`src/rtl/fios_job_arbiter_pkg.sv`:
```
// fios_job_arbiter_pkg: shared FSM states and sizing helpers for the job arbiter.
// ABORT exists only when FIOS_ARB_TIMEOUT_EN is defined.
package fios_job_arbiter_pkg;
`ifdef FIOS_ARB_TIMEOUT_EN
  typedef enum logic [2:0] {IDLE, ARB, START, RUN, DONE, ABORT} state_e;
`else
  typedef enum logic [2:0] {IDLE, ARB, START, RUN, DONE} state_e;
`endif
  function automatic int idx_w(input int n);
    return n > 1 ? $clog2(n) : 1;
  endfunction
  function automatic logic [31:0] win_words(input int sec);
    return 32'(4 * sec);
  endfunction
endpackage

```
`src/rtl/fios_job_arbiter_if.sv`:
```
// fios_job_arbiter_if: requester handshake plus core control/address signals.
interface fios_job_arbiter_if #(
  parameter int N_REQ = 2
) ();
  logic [N_REQ-1:0] req_i;
  logic [N_REQ-1:0] grant_o;
  logic [N_REQ-1:0] done_o;
  logic [N_REQ-1:0] err_o;
  logic             busy_o;
  logic             core_start_o;
  logic             core_done_i;
  logic             core_reset_o;
  logic [31:0]      core_addr_i;
  logic [31:0]      bram_addr_o;
  modport slave (
    input  req_i, core_done_i, core_addr_i,
    output grant_o, done_o, err_o, busy_o, core_start_o, core_reset_o, bram_addr_o
  );
  modport master (
    output req_i, core_done_i, core_addr_i,
    input  grant_o, done_o, err_o, busy_o, core_start_o, core_reset_o, bram_addr_o
  );
endinterface

```
`src/rtl/fios_job_arbiter_rr_picker.sv`:
```
// fios_rr_picker: combinational round-robin pick starting after last owner.
module fios_rr_picker
  import fios_job_arbiter_pkg::*;
#(
  parameter int N_REQ = 2,
  parameter int IW = idx_w(N_REQ)
) (
  input  logic [N_REQ-1:0] req,
  input  logic [IW-1:0]    last,
  output logic [N_REQ-1:0] gnt,
  output logic [IW-1:0]    idx
);
  logic [IW-1:0] k;
  // scan farthest-first so the nearest requester after last overwrites
  always_comb begin
    gnt = '0;
    idx = '0;
    k = '0;
    for (int i = N_REQ; i >= 1; i--) begin
      k = IW'((int'(last) + i) % N_REQ);
      if (req[k]) begin
        gnt = '0;
        gnt[k] = 1'b1;
        idx = k;
      end
    end
  end
endmodule

```
`src/rtl/fios_job_arbiter.sv`:
```
// fios_job_arbiter: round-robin owner of one shared multiplier core.
// FIOS_ARB_TIMEOUT_EN adds a RUN watchdog that aborts a stalled job.
module fios_job_arbiter
  import fios_job_arbiter_pkg::*;
#(
  parameter int N_REQ = 2,
  parameter int s = 8,
  parameter int TIMEOUT = 4096
) (
  input logic clock_i,
  input logic reset_i,
  fios_job_arbiter_if.slave bus
);
  localparam int IW = idx_w(N_REQ);
  if (N_REQ < 2 || N_REQ > 8 || TIMEOUT < 2) begin : g_bad_cfg
    $error("fios_job_arbiter: illegal parameters");
  end
  state_e state_q, state_d;
  logic [N_REQ-1:0] req_q, req_d, grant_q, grant_d, pick_gnt;
  logic [IW-1:0] owner_q, owner_d, last_q, last_d, pick_idx;
`ifdef FIOS_ARB_TIMEOUT_EN
  localparam int WW = $clog2(TIMEOUT + 1);
  logic [WW-1:0] wd_q, wd_d;
`endif
  fios_rr_picker #(.N_REQ(N_REQ)) u_pick (
    .req (req_q),
    .last(last_q),
    .gnt (pick_gnt),
    .idx (pick_idx)
  );
  // requests are frozen on leaving IDLE so later req_i edges cannot move the pick
  always_comb begin
    state_d = state_q;
    req_d = req_q;
    grant_d = grant_q;
    owner_d = owner_q;
    last_d = last_q;
`ifdef FIOS_ARB_TIMEOUT_EN
    wd_d = '0;
`endif
    case (state_q)
      IDLE: if (|bus.req_i) begin
        state_d = ARB;
        req_d = bus.req_i;
      end
      ARB: begin
        state_d = START;
        grant_d = pick_gnt;
        owner_d = pick_idx;
        last_d = pick_idx;
      end
      START: state_d = RUN;
      RUN: if (bus.core_done_i) state_d = DONE;
`ifdef FIOS_ARB_TIMEOUT_EN
      else if (wd_q == WW'(TIMEOUT - 1)) state_d = ABORT;
      else wd_d = wd_q + 1'b1;
      ABORT: if (wd_q == '0) wd_d = 1'b1;
      else begin
        state_d = IDLE;
        grant_d = '0;
      end
`endif
      DONE: begin
        state_d = IDLE;
        grant_d = '0;
      end
      default: state_d = IDLE;
    endcase
  end
  always_ff @(posedge clock_i) begin
    if (reset_i) begin
      state_q <= IDLE;
      req_q <= '0;
      grant_q <= '0;
      owner_q <= '0;
      last_q <= IW'(N_REQ - 1);
`ifdef FIOS_ARB_TIMEOUT_EN
      wd_q <= '0;
`endif
    end else begin
      state_q <= state_d;
      req_q <= req_d;
      grant_q <= grant_d;
      owner_q <= owner_d;
      last_q <= last_d;
`ifdef FIOS_ARB_TIMEOUT_EN
      wd_q <= wd_d;
`endif
    end
  end
  assign bus.grant_o = grant_q;
  assign bus.done_o = state_q == DONE ? grant_q : '0;
  assign bus.busy_o = state_q != IDLE;
  assign bus.core_start_o = state_q == START;
  assign bus.bram_addr_o = bus.core_addr_i + (|grant_q ? 32'(owner_q) * win_words(s) : 32'd0);
`ifdef FIOS_ARB_TIMEOUT_EN
  assign bus.err_o = (state_q == ABORT && wd_q == '0) ? grant_q : '0;
  assign bus.core_reset_o = reset_i | (state_q == ABORT);
`else
  assign bus.err_o = '0;
  assign bus.core_reset_o = reset_i;
`endif
endmodule

```
`src/flat_wrapper.sv`:
```
// flat-port wrapper written by rule: the top's interface ports become plain ports
module fios_job_arbiter_flat import fios_job_arbiter_pkg::*;
#(
  parameter int N_REQ = 2,
  parameter int s = 8,
  parameter int TIMEOUT = 4096
)
  (clock_i, reset_i, bus_req_i, bus_core_done_i, bus_core_addr_i, bus_grant_o, bus_done_o, bus_err_o, bus_busy_o, bus_core_start_o, bus_core_reset_o, bus_bram_addr_o);
  fios_job_arbiter_if #(.N_REQ(N_REQ)) bus_i ();
  input logic clock_i;
  input logic reset_i;
  input wire logic [$bits(bus_i.req_i)-1:0] bus_req_i;
  input wire logic [$bits(bus_i.core_done_i)-1:0] bus_core_done_i;
  input wire logic [$bits(bus_i.core_addr_i)-1:0] bus_core_addr_i;
  output wire logic [$bits(bus_i.grant_o)-1:0] bus_grant_o;
  output wire logic [$bits(bus_i.done_o)-1:0] bus_done_o;
  output wire logic [$bits(bus_i.err_o)-1:0] bus_err_o;
  output wire logic [$bits(bus_i.busy_o)-1:0] bus_busy_o;
  output wire logic [$bits(bus_i.core_start_o)-1:0] bus_core_start_o;
  output wire logic [$bits(bus_i.core_reset_o)-1:0] bus_core_reset_o;
  output wire logic [$bits(bus_i.bram_addr_o)-1:0] bus_bram_addr_o;
  assign bus_i.req_i = bus_req_i;
  assign bus_i.core_done_i = bus_core_done_i;
  assign bus_i.core_addr_i = bus_core_addr_i;
  assign bus_grant_o = bus_i.grant_o;
  assign bus_done_o = bus_i.done_o;
  assign bus_err_o = bus_i.err_o;
  assign bus_busy_o = bus_i.busy_o;
  assign bus_core_start_o = bus_i.core_start_o;
  assign bus_core_reset_o = bus_i.core_reset_o;
  assign bus_bram_addr_o = bus_i.bram_addr_o;
  fios_job_arbiter #(.N_REQ(N_REQ), .s(s), .TIMEOUT(TIMEOUT)) u_core (.clock_i(clock_i), .reset_i(reset_i), .bus(bus_i));
endmodule
```
`config.mk`:
```
export PLATFORM = sky130hd
export DESIGN_NAME = fios_job_arbiter_flat
export DESIGN_NICKNAME = d
export VERILOG_FILES = /design/src/rtl/fios_job_arbiter_pkg.sv /design/src/rtl/fios_job_arbiter_if.sv /design/src/rtl/fios_job_arbiter_rr_picker.sv /design/src/rtl/fios_job_arbiter.sv /design/src/flat_wrapper.sv
export SDC_FILE = /design/constraint.sdc
export NUM_CORES = 1
export LEC_CHECK = 0
export ABC_AREA = 1
export BUFFER_PORTS_ARGS = -buffer_cell sky130_fd_sc_hd__buf_2
export CORE_MARGIN = 2
export CORE_UTILIZATION = 35
export DETAILED_ROUTE_END_ITERATION = 8
export GPL_TIMING_DRIVEN = 0
export PLACE_DENSITY = 0.79
export SYNTH_ARGS = -nofsm -noshare
export SYNTH_HDL_FRONTEND = slang
export SYNTH_SLANG_ARGS = --single-unit
```
`constraint.sdc`:
```
create_clock -name clock_i -period 2.11 [get_ports clock_i]
set_input_delay 0 -clock clock_i [delete_from_list [all_inputs] [get_ports clock_i]]
set_output_delay 0 -clock clock_i [all_outputs]
set_load 0.02 [all_outputs]
```
==> impl_metrics.py <==
metrics = {
    "timing": {
        "final-max-slew-violation-count": 0,
        "period_share": 0.910,
        "hold_violations": 0,
        "final.setup_skew_ns": 0.000348,
        "fin_setup_tns_ns": 0,
        "holdWs_ns": 0.0207,
        "crit_path_time_final_ns": 1.92,
        "rsz_0062_raised_after_global_routing": "false",
        "setup_viol": 0,
        "fmax_mhz": 521,
    },
    "power_and_ir_drop": {
        "share_of_total_power_in_combinational_logic": 0.443,
        "power_density_nw_per_um2": 364,
        "vdd_drop_max_mv": 0.426,
        "leakage_nw": 0.865,
        "power.share.clock": 0.227,
        "intPower_w": 0.000360,
        "total_switching_power_w": 0.000242,
        "seq_power_share": 0.331,
        "pnr_total_power_w": 0.000602,
        "swShare": 0.401,
    },
    "route": {
        "routed_wire_length_per_instance_um": 8.85,
        "vias": 1518,
        "drt_iter0_drc": 78,
        "route.antenna.remaining_nets": 0,
        "via_per_inst": 4.44,
        "drt_pre_antenna_iters": 4,
        "remaining_drc_errors": 0,
        "drt_wl_total_um": 3030,
    },
    "die": {
        "start_util": 0.364,
        "i_o_pins": 78,
        "dieArea_um2": 3930,
        "core_area_um2": 3310,
        "dieHeight_um": 62.7,
        "die_w_um": 62.7,
        "placementRows": 21,
    },
    "clocking": {
        "path_clk_slew_ns": 0.06,
        "cts_buffer_depth": 2,
        "cts_max_level": 1,
        "root_buffer": "clkbuf_4",
        "cts-buffers-inserted": 3,
        "cts_num_sinks": 9,
        "tritoncts": "yes",
        "worstSkewPairLatency_ns": 0.26,
    },
    "final_layout": {
        "layout_common_cells": "85 x nand2_1, 69 x buf_2, 35 x nor2_1, 22 x inv_1, 11 x nand3_1",
        "insertedDiodeCount": 0,
        "signed_area_change_from_the_synthesized_netlist_to_the_final_layout_pct": 37.2,
        "final_common_cell": "nand2_1",
        "layout-drive-gt1-share": 0.314,
        "n_fill_cell": 361,
        "finish.net_count": 337,
        "finalInstanceArea_um2": 1650,
    },
    "yosys": {
        "mappedNetlistArea_um2": 1200,
        "synth.distinct_cells": 24,
        "postSynthCellCount": 221,
        "ys_seq_elements": 9,
        "synthesis_warning_total": 0,
        "ys_top_cells_by_area": "nand2_1 26%, dfxtp_1 15%, nor2_1 11%",
        "yosysTopAreaCellShare": 0.265,
        "seq_area_frac_synth": 0.150,
        "postSynthAreaPerCell_um2": 5.45,
        "synth_top_area_cell": "nand2_1",
    },
    "worst_hold_path": {
        "hold_path.class": "in -> reg",
        "worst_hold_path.endpoint": "u_core.req_q[1]",
        "hp-start": "bus_req_i[1]",
        "min_path_cells": 3,
    },
    "run_status": {
        "run_status": "finished clean",
    },
    "setup_path": {
        "critPathCaptureType": "output port",
        "worst_r2r_endpoint": "u_core.bus.grant_o[1]",
        "cp.required_ns": 2.11,
        "critical_path_class": "reg -> out",
        "startpoint_type": "flop",
        "reg2reg_setup_slack_ns": 1.05,
        "cp.arrival_ns": 1.92,
        "critPathMaxFanout": 4,
        "worst_r2r_path_depth": 6,
        "worst_r2r_startpoint": "u_core.state_q[0]",
    },
    "place": {
        "port-buffer-count": 69,
        "placement.cell_area_um2": 1610,
        "gp_routability_congestion": 0.848,
        "dp_hpwl_um": 2670,
    },
    "global_route": {
        "pin_count_of_the_biggest_net_entering_global_routing": 10,
        "globalRoute.totalOverflow": 0,
        "initial_antenna_violation_count": 0,
        "grt_first_pass_wirelength_um": 5100,
        "gr-usage-all-layers": 0.154,
        "number_of_global_route_vias_before_repair": 1204,
    },
    "job": {
        "max_cap_viol_count": 0,
    },
}
-- cells in the mapped netlist (all sizes together) --
| cell | count |
|---|---|
| nand2 | 86 |
| nor2 | 42 |
| inv | 23 |
| nand3 | 12 |
| xor2 | 10 |
| dfxtp | 9 |
| a21oi | 8 |
| buf | 8 |
| nand3b | 5 |
| xnor2 | 5 |
| ha | 3 |
| and2 | 2 |
| o21a | 2 |
| a31oi | 1 |
| clkbuf | 1 |
| clkinv | 1 |
| conb | 1 |
| nand4 | 1 |
| nor3 | 1 |
-- critical path, cell delays in order (launching register included) --
cell and delay, ns:
dfxtp_2 0.37, o21a_1 0.14, ha_1 0.17, ha_2 0.21, nand2_1 0.05, nor2_1 0.11, nand2_2 0.11, nor2_2 0.15
xor2_1 0.16, buf_2 0.18
-- what timing repair did --
action / in CTS / in global routing
setup endpoints to repair: 0 / 4
resized for setup: 0 / 3
setup buffers: 0 / 0
hold buffers: 1 / 0
endpoints found under the hold margin: 1 / 0
-- power by group through the flow --
stage | Sequential (W) | Combinational [W] | Clock [W]
3_5_place_dp | 0.000202 | 0.000265 | 0
6_report | 0.000199 | 0.000266 | 0.000136
4_1_cts | 0.000198 | 0.000268 | 0.000140
3_3_place_gp | 0.000202 | 0.000262 | 0
2_1_floorplan | 0.000202 | 0.000165 | 0
5_1_grt | 0.000201 | 0.000297 | 0.000150
-- per-stage QoR --
stage / worst slack, ns / std cells / utilization
3_5_place_dp: 0.370 / 337 / 0.487
2_1_floorplan: 0.352 / 222 / -
5_1_grt: 0.0184 / 342 / 0.499
6_report: 0.189 / 342 / 0.499
4_1_cts: 0.0703 / 342 / 0.498
3_3_place_gp: 0.368 / 337 / 0.487
-- registers in the layout, indices dropped and copies added, names as in the netlist --
register,flops
u_core.bus.grant_o,2
u_core.last_q,1
u_core.owner_q,1
u_core.req_q,2
u_core.state_q,3
-- final cells by class --
| type | count | area, µm² | area share |
|---|---|---|---|
| Timing Repair Buffer | 70 | 355 | 0.215 |
| Inverter | 24 | 90.1 | 0.0545 |
| Buffer | 9 | 63.8 | 0.0386 |
| Sequential cell | 9 | 183 | 0.111 |
| Tap cell | 46 | 57.6 | 0.0348 |
| Clock buffer | 4 | 26.3 | 0.0159 |
| Multi-Input combinational cell | 180 | 877 | 0.531 |
-- layer usage --
metal | GRT usage | up-vias | share of wire
li1 | - | 816 | -
met1 | 0.192 | 646 | 0.44
met2 | 0.273 | 51 | 0.48
met3 | 0.0288 | 5 | 0.071
met4 | 0.0333 | 0 | 0.010
met5 | 0 | - | 0
-- how the worst max path moves through the flow --
stage | from | to
finish | u_core.bus.grant_o[0] | bus_bram_addr_o[15]
global route | u_core.bus.grant_o[0] | bus_bram_addr_o[21]
CTS | u_core.bus.grant_o[0] | bus_bram_addr_o[15]
detailed placement | u_core.bus.grant_o[0] | bus_bram_addr_o[15]
global placement | u_core.bus.grant_o[0] | bus_bram_addr_o[15]
floorplan | u_core.bus.grant_o[1] | bus_bram_addr_o[19]
-- cell families (layout without fill, tap and decap cells) --
group / Yosys count / after routing / share of synthesized area
AND/OR/NAND/NOR: 149 / 149 / 0.529
buffers and inverters: 33 / 107 / 0.128
XOR/XNOR: 15 / 15 / 0.109
AO/OA/AOI/OAI: 11 / 11 / 0.0509
flip-flops: 9 / 9 / 0.150
adder cells (fa/ha/maj): 3 / 3 / 0.0312
other: 1 / 2 / 0.00311
(Power assumes the default switching activity.)
